===== src/rtl/apb_arbiter.sv =====
// rtl/apb_arbiter.sv - round-robin arbiter sharing the apb bridge user port among NUM_REQ requesters
module apb_arbiter #(
  parameter int NUM_REQ = 4,
  parameter int ADDR_W  = 32,
  parameter int DATA_W  = 32
) (
  input  logic                      pclk,
  input  logic                      preset_n,
  input  logic [NUM_REQ-1:0]        req_i,
  input  logic [NUM_REQ*ADDR_W-1:0] addr_i,
  input  logic [NUM_REQ*DATA_W-1:0] wdata_i,
  input  logic [NUM_REQ-1:0]        wr_rd_i,
  output logic [NUM_REQ-1:0]        gnt_o,
  output logic [NUM_REQ-1:0]        done_o,
  output logic [DATA_W-1:0]         rdata_o,
  output logic                      err_o,
  output logic                      busy_o,
  output logic                      trans_o,
  output logic [ADDR_W-1:0]         addr_o,
  output logic [DATA_W-1:0]         wdata_o,
  output logic                      wr_rd_o,
  input  logic                      pselx_i,
  input  logic                      penable_i,
  input  logic                      pready_i,
  input  logic                      pslverr_i,
  input  logic [DATA_W-1:0]         prdata_i
);

  localparam int IDX_W = (NUM_REQ > 1) ? $clog2(NUM_REQ) : 1;

  typedef enum logic [1:0] {
    IDLE  = 2'd0,
    ISSUE = 2'd1,
    WAIT  = 2'd2,
    DONE  = 2'd3
  } state_e;

  state_e             state_q, state_d;
  logic [IDX_W-1:0]   ptr_q, ptr_d;
  logic [IDX_W-1:0]   idx_q, idx_d;
  logic [NUM_REQ-1:0] gnt_q, gnt_d;
  logic [ADDR_W-1:0]  addr_q, addr_d;
  logic [DATA_W-1:0]  wdata_q, wdata_d;
  logic               wr_rd_q, wr_rd_d;
  logic [DATA_W-1:0]  rdata_q, rdata_d;
  logic               err_q, err_d;

  logic               found;
  logic [IDX_W-1:0]   winner;
  logic [IDX_W:0]     pos;
  logic               apb_done;

  // A transfer is finished when the bus shows an access phase with pready.
  assign apb_done = pselx_i & penable_i & pready_i;

  // Round-robin search: first requester at or after ptr, wrapping around.
  always_comb begin
    found  = 1'b0;
    winner = ptr_q;
    pos    = '0;
    for (int i = 0; i < NUM_REQ; i++) begin
      pos = {1'b0, ptr_q} + (IDX_W + 1)'(i);
      if (pos >= (IDX_W + 1)'(NUM_REQ)) begin
        pos = pos - (IDX_W + 1)'(NUM_REQ);
      end
      if (!found && req_i[pos[IDX_W-1:0]]) begin
        found  = 1'b1;
        winner = pos[IDX_W-1:0];
      end
    end
  end

  // Next-state logic: latch the winner in IDLE, pulse trans in ISSUE, capture the response in WAIT.
  always_comb begin
    state_d = state_q;
    ptr_d   = ptr_q;
    idx_d   = idx_q;
    gnt_d   = gnt_q;
    addr_d  = addr_q;
    wdata_d = wdata_q;
    wr_rd_d = wr_rd_q;
    rdata_d = rdata_q;
    err_d   = err_q;
    case (state_q)
      IDLE: begin
        if (found) begin
          idx_d   = winner;
          gnt_d   = NUM_REQ'(1) << winner;
          addr_d  = addr_i[winner*ADDR_W +: ADDR_W];
          wdata_d = wdata_i[winner*DATA_W +: DATA_W];
          wr_rd_d = wr_rd_i[winner];
          ptr_d   = (winner == IDX_W'(NUM_REQ - 1)) ? '0 : winner + IDX_W'(1);
          state_d = ISSUE;
        end
      end
      ISSUE: begin
        state_d = WAIT;
      end
      WAIT: begin
        if (apb_done) begin
          // Writes return zero data so a requester never sees stale bus contents.
          rdata_d = wr_rd_q ? '0 : prdata_i;
          err_d   = pslverr_i;
          state_d = DONE;
        end
      end
      DONE: begin
        gnt_d   = '0;
        state_d = IDLE;
      end
      default: begin
        state_d = IDLE;
      end
    endcase
  end

  // State and datapath registers; reset aborts any transfer without a done pulse.
  always_ff @(posedge pclk or negedge preset_n) begin
    if (!preset_n) begin
      state_q <= IDLE;
      ptr_q   <= '0;
      idx_q   <= '0;
      gnt_q   <= '0;
      addr_q  <= '0;
      wdata_q <= '0;
      wr_rd_q <= 1'b0;
      rdata_q <= '0;
      err_q   <= 1'b0;
    end else begin
      state_q <= state_d;
      ptr_q   <= ptr_d;
      idx_q   <= idx_d;
      gnt_q   <= gnt_d;
      addr_q  <= addr_d;
      wdata_q <= wdata_d;
      wr_rd_q <= wr_rd_d;
      rdata_q <= rdata_d;
      err_q   <= err_d;
    end
  end

  assign gnt_o   = gnt_q;
  assign done_o  = (state_q == DONE) ? (NUM_REQ'(1) << idx_q) : '0;
  assign rdata_o = rdata_q;
  assign err_o   = err_q;
  assign busy_o  = (state_q != IDLE);
  assign trans_o = (state_q == ISSUE);
  assign addr_o  = addr_q;
  assign wdata_o = wdata_q;
  assign wr_rd_o = wr_rd_q;

endmodule


===== config.mk =====
export PLATFORM = sky130hd
export DESIGN_NAME = apb_arbiter
export DESIGN_NICKNAME = d
export VERILOG_FILES = /design/src/rtl/apb_arbiter.sv
export SDC_FILE = /design/constraint.sdc
export NUM_CORES = 1
export LEC_CHECK = 0
export ABC_CLOCK_PERIOD_IN_PS = 2800
export CORE_AREA = 2 2 159 161
export DETAILED_ROUTE_END_ITERATION = 16
export DIE_AREA = 0 0 161 163
export GPL_TIMING_DRIVEN = 0
export SYNTH_ARGS = -nofsm -noshare
export SYNTH_HDL_FRONTEND = slang
export SYNTH_SLANG_ARGS = --single-unit

===== constraint.sdc =====
create_clock -name pclk -period 2.8 [get_ports pclk]
set_input_delay 0.28 -clock pclk [delete_from_list [all_inputs] [get_ports pclk]]
set_output_delay 0.28 -clock pclk [all_outputs]
set_load 0.01 [all_outputs]

==> results.toml <==
[cts]
cts_tree = "built"
cts_made_buffers = 9
htreeDepth = 3
clock-sinks = 108
path_clk_slew_ns = 0.09
clock_path_buffers = 2
clk_latency_ns = 0.35
cts_root_buffer = "clkbuf_16"

[die]
die_h_um = 163
die-area_um2 = 26200
core.rowCount = 58
pin_count = 410
die_w_um = 161
coreArea_um2 = 24700
start_util_pct = 27.8

[timing]
fin_hold_ws_ns = 0.398
hold_violations = 0
relSlewSlack_pct = 46.5
clock_skew_ns = 0.0126
setup_viol = 0
fin_crit_sh_pct = 91.9
slew_viol_final = 0
worstMarginPinSlew_ns = 0.796
layout_min_cycle_time_ns = 2.57
max_freq_mhz = 389
rsz0062_at_grt = "no"

[logic_synthesis]
synth_xor_area_share_pct = 0
synth_top_family_by_area = "simple AND/OR/NAND/NOR gates"
synth-seq-cells = 108
synthDistinctLibCells = 35
synth-adder-area-share_pct = 1.09
synth_mux_area_share_pct = 0.164
ys_seq_area_share_pct = 39.4
syn_nets = 1046
syn_area_um2 = 6860
synth_area_per_cell_um2 = 9.29
syn_inst = 738
yosysWarnings = 0
synth-compound-area-share_pct = 22.8
yosys.area_share.simple_pct = 30.4

[layout]
nNetsFinal = 1468
utilization_pct = 47.4
syn_to_final_growth_pct = 70.7
final_cells = 1495
layout-drive-gt1-share_pct = 13.0
diodes = 0
nFillCells = 2430

[power]
p_leak_nw = 4.63
p_per_area_nw_per_um2 = 925
p_total_mw = 10.8
ir_drop_mv = 0.392

[route]
routed_wl_mm = 30.7
wire_per_inst_um = 20.5
drcViolationCount = 0
drt_iter0_drc = 457
num_vias = 7395
vias_per_cell = 4.95
postRouteAntennaNets = 0
drtPass1Iterations = 5

[setup_path]
worstPathMaxFanout = 10
critPathCaptureType = "flop"
start_kind = "input pin"
critPathKind = "input pin to flop"
crit_arrival_ns = 2.85
required_ns = 3.07

[placed_design]
io_buffers = 409
placedCellCount = 1478
gp_congestion = 0.809
place_hpwl_mm = 23.9

[grt]
grt_pass1_vias = 7551
gr-total-overflow = 0
antenna_found_initial = 0
grt_pass1_wl_mm = 45.6
track_usage_pct = 22.9
grt_max_degree = 67

[min_path]
hp-class = "input pin to asynchronous set/reset pin"

[run]
cap_violations = 0

[outcome]
status = "finished, final reports clean"
path summary, 6_finish.rpt:
check | from | endpoint | slack [ns] | depth (start not counted)
min in group pclk | rdata_o[5] | rdata_o[5] | 0.48 | 2
hold / removal | preset_n | rdata_o[14] | 0.40 | 2
setup / recovery | req_i[1] | wdata_o[8] | 0.23 | 7
setup reg to reg | state_q[0] | addr_o[25] | 0.26 | 9
hold reg to reg | rdata_o[5] | rdata_o[5] | 0.48 | 2
max in group asynchronous | preset_n | ptr_q[0] | 1.68 | 3
synthesized netlist by cell type:
library cell / count / area, um2
o21ai_1: 3 / 15.0
buf_4: 2 / 15.0
nor4_2: 1 / 12.5
clkbuf_1: 50 / 188
nor2_2: 1 / 6.26
and2_1: 1 / 6.26
o21ai_0: 35 / 175
nand3_1: 3 / 15.0
o22ai_1: 1 / 6.26
buf_2: 8 / 40.0
nor2b_1: 2 / 12.5
nand4_1: 1 / 6.26
mux2_2: 1 / 11.3
a22oi_1: 3 / 22.5
nor3_2: 39 / 390
dfrtp_1: 108 / 2700
or2_2: 1 / 6.26
o22a_1: 1 / 8.76
buf_1: 1 / 3.75
or3_4: 1 / 11.3
inv_2: 1 / 3.75
and3_1: 131 / 820
nand2b_1: 35 / 219
a21oi_1: 8 / 40.0
a211oi_1: 72 / 541
ha_1: 6 / 75.1
nor3_1: 27 / 135
a211oi_2: 58 / 726
nor2_1: 72 / 270
inv_1: 6 / 22.5
a221oi_2: 1 / 15.0
buf_6: 13 / 146
nor3b_2: 1 / 12.5
nand2_1: 43 / 161
a2111oi_2: 1 / 15.0
state kept, by name (all words and copies together), names as in the netlist:
register / cells
addr_o: 32
rdata_o: 32
wdata_o: 32
gnt_o: 4
idx_q: 2
ptr_q: 2
state_q: 2
err_o: 1
wr_rd_o: 1
worst max-delay path, cell delays in order:
cell	delay, ns
clkdlybuf4s50_1	0.52
nor4_2	0.75
nor2_4	0.15
o21ai_1	0.16
buf_1	0.59
a211oi_1	0.17
nor3_1	0.21
layout make-up:
class                   instances  area, um2  area share (%)
plain buffers                  74        398            3.40
multi-input cells             549       3740            32.0
repair buffers                411       4130            35.3
clock buffers                   9        225            1.92
clock inverters                 7       58.8           0.503
inverters                       7       26.3           0.225
well taps                     330        413            3.53
flip-flops and latches        108       2700            23.1
per-stage QoR:
| stage | cell area [um2] | setup slack, ns | setup TNS [ns] |
|---|---|---|---|
| 2_1_floorplan | 6860 | 0.838 | 0 |
| 3_3_place_gp | 11400 | -3.30 | -360.92 |
| 3_5_place_dp | 11400 | -0.289 | -7.71 |
| 4_1_cts | 11700 | 0.0763 | 0 |
| 5_1_grt | 11700 | 0.00514 | 0 |
| 6_report | 11700 | 0.226 | 0 |
per-layer routing:
layer	track usage (%)	share of wire [%]	vias up
li1	-	-	3538
met1	27.5	40	3483
met2	40.3	49	335
met3	6.29	8.0	39
met4	6.17	2.4	0
met5	0	0	-
layout by cell type, fill, tap and decap left out, drive strengths merged, types with 2 or more instances in the layout:
cell type / instances
clkinv: 3
a211oi: 130
nand3: 3
nor2b: 2
clkbuf: 59
o21ai: 38
inv: 10
nand2b: 35
nor2: 73
buf: 26
ha: 6
clkdlybuf4s50: 408
dfrtp: 108
and3: 131
nand2: 43
a22oi: 3
a21oi: 8
nor3: 66
report_power, final:
part / switching [mW] / internal [mW] / leakage (nW)
Sequential: 0.475 / 2.37 / 1.29
Combinational: 3.44 / 3.26 / 3.21
Clock: 0.671 / 0.621 / 0.138
Total: 4.58 / 6.25 / 4.63
kinds of logic (layout without fill, tap and decap cells):
kind of cell / count (synthesis) / count (layout)
buf+inv: 81 / 508
simple gates: 359 / 359
fa+ha+maj: 6 / 6
mux: 1 / 1
flops: 108 / 108
compound gates: 183 / 183
repair_timing:
action / in CTS / in global routing
endpoints found under the hold margin: 42 / 0
hold buffers: 1 / 0
buffers inserted: 0 / 0
gates resized for setup: 1 / 8
setup endpoints to repair: 18 / 20
Note: power is estimated with default switching activity, not from simulation.
